--- src/rtl/fetch_stage.sv ---
// Instruction-fetch stage: owns the PC, drives the instruction memory
// and loads the IF/ID register, with stall, redirect and fault handling.
module fetch_stage #(
  parameter int                   PC_WIDTH  = 32,
  parameter logic [PC_WIDTH-1:0]  RESET_PC  = '0,
  parameter int unsigned          MEM_DEPTH = 128
) (
  input  logic                clk,
  input  logic                rst,
  input  logic                stall,
  input  logic                branch_taken,
  input  logic [PC_WIDTH-1:0] branch_target,
  output logic [PC_WIDTH-1:0] imem_addr,
  input  logic [31:0]         imem_data,
  output logic [31:0]         if_id_instr,
  output logic [PC_WIDTH-1:0] if_id_npc,
  output logic                if_id_valid,
  output logic                fetch_fault,
  output logic [31:0]         fetch_count
);

  typedef struct packed {
    logic [31:0]         instr;
    logic [PC_WIDTH-1:0] npc;
    logic                valid;
  } if_id_t;

  localparam logic [PC_WIDTH:0] DEPTH =
    (PC_WIDTH + 1)'(MEM_DEPTH);

  logic [PC_WIDTH-1:0] pc_q, pc_d;
  if_id_t              if_id_q, if_id_d;
  logic                fault_q, fault_d;
  logic [31:0]         count_q, count_d;

  logic                in_range;
  logic [PC_WIDTH-1:0] pc_inc;
  logic                do_fault;
  logic                do_branch;
  logic                do_stall;

  assign in_range  = {1'b0, pc_q} < DEPTH;
  assign pc_inc    = pc_q + PC_WIDTH'(1);

  // Fault beats redirect, redirect beats stall.
  assign do_fault  = fault_q;
  assign do_branch = !fault_q && branch_taken;
  assign do_stall  = !fault_q && !branch_taken
                     && stall;

  always_comb begin
    pc_d    = pc_q;
    if_id_d = if_id_q;
    fault_d = fault_q;
    count_d = count_q;
    unique case (1'b1)
      do_fault: begin
        if_id_d = '0;
      end
      do_branch: begin
        pc_d    = branch_target;
        if_id_d = '0;
      end
      do_stall: begin
      end
      default: begin
        if (in_range) begin
          if_id_d.instr = imem_data;
          if_id_d.npc   = pc_inc;
          if_id_d.valid = 1'b1;
          pc_d          = pc_inc;
          count_d       = count_q + 32'd1;
        end else begin
          fault_d = 1'b1;
          if_id_d = '0;
        end
      end
    endcase
  end

  always_ff @(posedge clk) begin
    if (rst) begin
      pc_q    <= RESET_PC;
      if_id_q <= '0;
      fault_q <= 1'b0;
      count_q <= '0;
    end else begin
      pc_q    <= pc_d;
      if_id_q <= if_id_d;
      fault_q <= fault_d;
      count_q <= count_d;
    end
  end

  assign imem_addr   = pc_q;
  assign if_id_instr = if_id_q.instr;
  assign if_id_npc   = if_id_q.npc;
  assign if_id_valid = if_id_q.valid;
  assign fetch_fault = fault_q;
  assign fetch_count = count_q;

endmodule

--- config.mk ---
export PLATFORM = sky130hd
export DESIGN_NAME = fetch_stage
export DESIGN_NICKNAME = d
export VERILOG_FILES = /design/src/rtl/fetch_stage.sv
export SDC_FILE = /design/constraint.sdc
export NUM_CORES = 1
export LEC_CHECK = 0
export CORE_MARGIN = 3
export CORE_UTILIZATION = 43
export CTS_CLUSTER_SIZE = 20
export DETAILED_ROUTE_END_ITERATION = 8
export PLACE_DENSITY = 0.89
export SYNTH_ARGS = -nofsm -noshare
export SYNTH_HDL_FRONTEND = slang
export SYNTH_SLANG_ARGS = --single-unit
export TNS_END_PERCENT = 30
--- constraint.sdc ---
create_clock -name clk -period 2.6 [get_ports clk]
set_clock_uncertainty 0.2 [all_clocks]
set_input_delay 0.52 -clock clk [delete_from_list [all_inputs] [get_ports clk]]
set_output_delay 0.52 -clock clk [all_outputs]
set_load 0.05 [all_outputs]
-- Word level (Yosys, flattened, before mapping)
Index checks and enable logic that the tools add are counted.
- output and inout port bits: 130
- logic and storage cells: 29
- bits in registers: 130
- input port bits: 68
- reductions and logical operators: 12
- bitwise gates (word level): 2
- $lt $le $gt $ge: 1
- add/subtract/negate cells: 2
- muxes and demuxes: 6
- operator list (operator ; number):
    $pmux 65 s2 ; 1
    $mux 65 ; 1
    $add 32x1->32 const B ; 2
    $pmux 32 s2 ; 1
    $lt 32x8->1 const B ; 1
    $mux 32 ; 1
    $reduce_or 2->1 ; 3
    $reduce_and 2->1 ; 2
    $logic_and 1x1->1 ; 3
    $reduce_or 3->1 ; 1
    $logic_not 1->1 ; 2
    $not 1->1 ; 2
    $pmux 1 s2 ; 1
    $reduce_bool 2->1 ; 1
    $mux 1 ; 1

-- Longest topological paths before layout
- depth after elaboration: 6
- gate-level depth with buffers: 7
- mapped depth without buffers: 6

-- Worst setup path before layout
OpenSTA, ideal clock, no wires.
- path kind: reg2reg
- start: register count_q[5] (netlist: fetch_count[5])
- end: register count_q[31] (netlist: fetch_count[31])
- path buffers: 2
- arrival time: 2.054 ns
- stages on the path, launching flop included: 8
- setup slack: 0.214 ns
- required time: 2.267 ns
- cell sequence: dfxtp_1 -> and4_1 -> clkbuf_1 -> and4_4 -> nand4_4 -> buf_2 -> o41ai_1 -> a21oi_1
- cells in the longest elaborated chain, start to end: 1
- RTL lines (what ; RTL line ; text):
    start: declaration ; 34 ; logic [31:0] count_q, count_d;
    start signal: assignment ; 91 ; count_q <= count_d;
    $add 32x1->32 ; 72 ; count_d = count_q + 32'd1;
Every way passes these cells.
A chain may end at the register's enable or synchronous reset.

-- Worst setup path after layout
- start: register pc_q[7] (netlist: imem_addr[7])
- end: register count_q[25] (netlist: fetch_count[25])
- cells in the longest elaborated chain, start to end: 2
- RTL lines (what ; RTL line ; text):
    start: declaration ; 31 ; logic [PC_WIDTH-1:0] pc_q, pc_d;
    start signal: assignment ; 88 ; pc_q <= pc_d;
    $lt 32x8->1 ; 42 ; assign in_range = {1'b0, pc_q} < DEPTH;
    $reduce_and 2->1 (no line) ; n/a ;
Every way passes these cells.

==> key figures <==
Floorplanning
  – Initial Util: 45.1%
  – Row count: 38
  – Die footprint: 12900 sq um
  – Core area: 11100 sq um
  – Die Y: 114 um
  – Width of the die: 114 um
  – Io pins: 198

Timing
  – Final Hold Fails: 0
  – Worst Tran Pin Value: 1.03 ns
  – Hold Slack: 0.257 ns
  – RSZ-0062 raised after global routing: true
  – Max Freq: 405 MHz
  – Tmin final: 2.47 ns
  – Final setup viols: 0
  – Final period util: 95.0%
  – Final Slew Violations: 0
  – Slew Limit Headroom: 31.3%

Power
  – Final Total Pwr: 0.00509 W
  – P_leak: 2.78 nW
  – Max VDD drop: 0.561 mV
  – Cell Pwr Density: 648 nW/um^2

Cells and area
  – Fillers: 796
  – Final cell count without fillers: 890
  – Layout Nets: 807
  – Area growth syn-to-layout: 57.3%
  – Final core occ: 70.9%
  – Most common cell after layout, fill and taps aside: clkdlybuf4s50_1
  – # diodes: 0
  – Layout cell share with drive strength beyond 1: 9.87%
  – Most frequent cells in the layout: clkdlybuf4s50_1 (196), dfxtp_1 (130), nor2_1 (69)

Place
  – Port Buffers: 197
  – Number of cells after detailed placement: 858
  – HPWL after DPL: 10700 um
  – Final GP Congestion: 0.850

Worst setup path
  – Reg-to-reg startpoint: imem_addr[7]
  – Arrival time at the worst endpoint: 2.60 ns
  – Slowest stage delay, CP: 0.51 ns
  – R2r endpoint: fetch_count[25]
  – Delay-heaviest family, CP: simple AND/OR/NAND/NOR gates
  – Worst path bufs/invs: 0
  – Required arrival time at the worst endpoint: 2.73 ns
  – Startpoint types: flip-flop
  – Worst-path cell chain: nor4_2 -> and4_1 -> nand4_4 -> or4_1 -> a21oi_1
  – Register-to-register setup slack: 0.13 ns
  – Worst setup path category: reg -> reg
  – CP endpoint kind: flip-flop
  – Critical Path Slowest Stage Cell: and4_1
  – Crit path max fanout: 13
  – R2R depth: 5

Detailed routing
  – WL final: 15200 um
  – DRT antenna net count: 0
  – First drt pass iteration count: 5
  – Via density: 5.34
  – Starting DRT DRC Count: 306
  – Avg WL per Cell: 17.1 um
  – Via count: 4755
  – Drc violations: 0

Global routing
  – Largest net degree at the start of global routing: 46
  – Total GRT Usage: 23.8%
  – Initial antenna violation count: 0
  – Global-route wire length before repair: 24600 um
  – GR Overflow Total: 0
  – Vias in the first global route: 5010

Synthesis
  – Synth top area cells: dfxtp_1 (52%), a22oi_1 (5.9%), nor2_1 (5.3%), xnor2_1 (3.5%), and2_1 (3.4%)
  – Leading area contributor after synthesis: dfxtp_1
  – Yosys warns: 0
  – Flops & latches, synth: 130
  – Post-synthesis sequential area ratio: 52.1%
  – Syn Area/Cell: 9.44 sq um
  – Top cell type's share of synthesized area: 52.1%
  – Syn_nets: 599
  – Synth unique cells: 41
  – Mapped Cells: 529
  – Mapped Area: 4990 sq um

Clocking
  – TritonCTS buffer count: 17
  – Setup repair bufs after CTS: 0
  – CTS Root Cell: clkbuf_16
  – Clk buf depth: 2
  – CTS tree: done
  – Skew-Pair Late Insertion Delay: 0.41 ns
  – CTS sink count: 130
  – Post-cts resize count: 0
  – H-tree depth: 4
  – CTS clk-pin slew, worst paths: 0.06 ns

Run status
  – Status: complete, no violations

Min path
  – Hold Path Sink: if_id_npc[14]
  – Hold path startpoint: if_id_npc[14]
  – HP Class: reg -> reg
  – Hold Path Stages: 1

Job
  – Max Cap Violations: 0
## how the worst max path moves through the flow
stage	depth (start not counted)	slack [ns]	endpoint	from
2_1_floorplan	7	0.21	fetch_count[31]	fetch_count[5]
3_3_place_gp	7	-0.03	fetch_count[30]	branch_taken
3_5_place_dp	7	-0.10	imem_addr[30]	stall
4_1_cts	1	0.14	imem_addr[2]	imem_addr[2]
5_1_grt	6	-0.02	imem_addr[4]	imem_addr[7]
6_report	5	0.13	fetch_count[25]	imem_addr[7]
## what timing repair did
action / CTS / global route
hold buffers: 0 / 0
endpoints found under the hold margin: 0 / 0
endpoints found under the setup margin: 0 / 2
## cells by family after synthesis
group | synth area share (%)
buffers and inverters | 3.01
XOR/XNOR | 4.21
AO/OA/AOI/OAI | 15.2
adder cells (fa/ha/maj) | 0.501
multiplexers | 0.200
AND/OR/NAND/NOR | 24.8
flip-flops | 52.1
## area by class of cell
cell class              instances  area [sq um]  share of cell area [%]
clock buffers                  23           488                    6.21
clock inverters                 9           128                    1.62
inverters                       6          22.5                   0.287
multi-input cells             362          2250                    28.6
flip-flops and latches        130          2600                    33.1
well taps                     140           175                    2.23
repair buffers                220          2190                    27.9
## flip-flops by register name, summed over array words and instances, names as in the netlist, named ones only
register	flops
fetch_count	32
if_id_instr	32
if_id_npc	32
if_id_valid	1
imem_addr	32
## worst register-to-register path: stages (launching register included)
cell and delay (ns):
dfxtp_1 0.35, nor4_2 0.37, and4_1 0.51, nand4_4 0.28, or4_1 0.49, a21oi_1 0.19
## report_power, final
part,total (W),leakage (nW),switching (W),internal (W)
sequential,0.00208,1.05,0.0000460,0.00203
combinational,0.000558,1.43,0.000321,0.000237
clock,0.00245,0.295,0.000846,0.00160
## cells in the mapped netlist
master	count
or4_1	5
nor4_2	5
nand3_1	17
nand2_1	36
nand3b_1	1
xor2_1	4
xnor2_1	20
a22o_1	16
a21oi_1	30
dfxtp_1	130
nand2b_1	1
a21bo_2	1
buf_2	9
ha_1	2
and4_1	5
and2_1	27
nor3b_1	1
clkbuf_1	22
nor2_1	70
nand4_1	6
nand4_2	1
and3_1	7
nor4_1	7
a211oi_1	7
nand4_4	2
mux2i_1	1
nor2b_1	2
o21ai_0	11
nand4b_1	2
a311oi_1	1
o41ai_1	2
a22oi_1	39
nor4_4	2
and4_4	1
or3_1	10
o31ai_1	4
or2_2	3
nor3_2	2
inv_1	6
nor2_2	1
nor3_1	10
## per-layer routing
| layer | track usage, % | wire, um | vias up |
|---|---|---|---|
| li1 | - | - | 2304 |
| met1 | 26.0 | 5870 | 2271 |
| met2 | 41.5 | 8000 | 156 |
| met3 | 8.86 | 1070 | 24 |
| met4 | 9.62 | 286 | 0 |
| met5 | 0 | 0 | - |
## through the flow
step	worst slack [ns]	TNS, ns	area, sq um
after floorplan	0.214	0	4990
after global placement	-0.0264	-0.0264	7240
after detailed placement	-0.103	-1.45	7240
after CTS	0.136	0	7850
after global routing	-0.0233	-0.0334	7850
final	0.129	0	7850
Power figures use the tool's default switching activity.
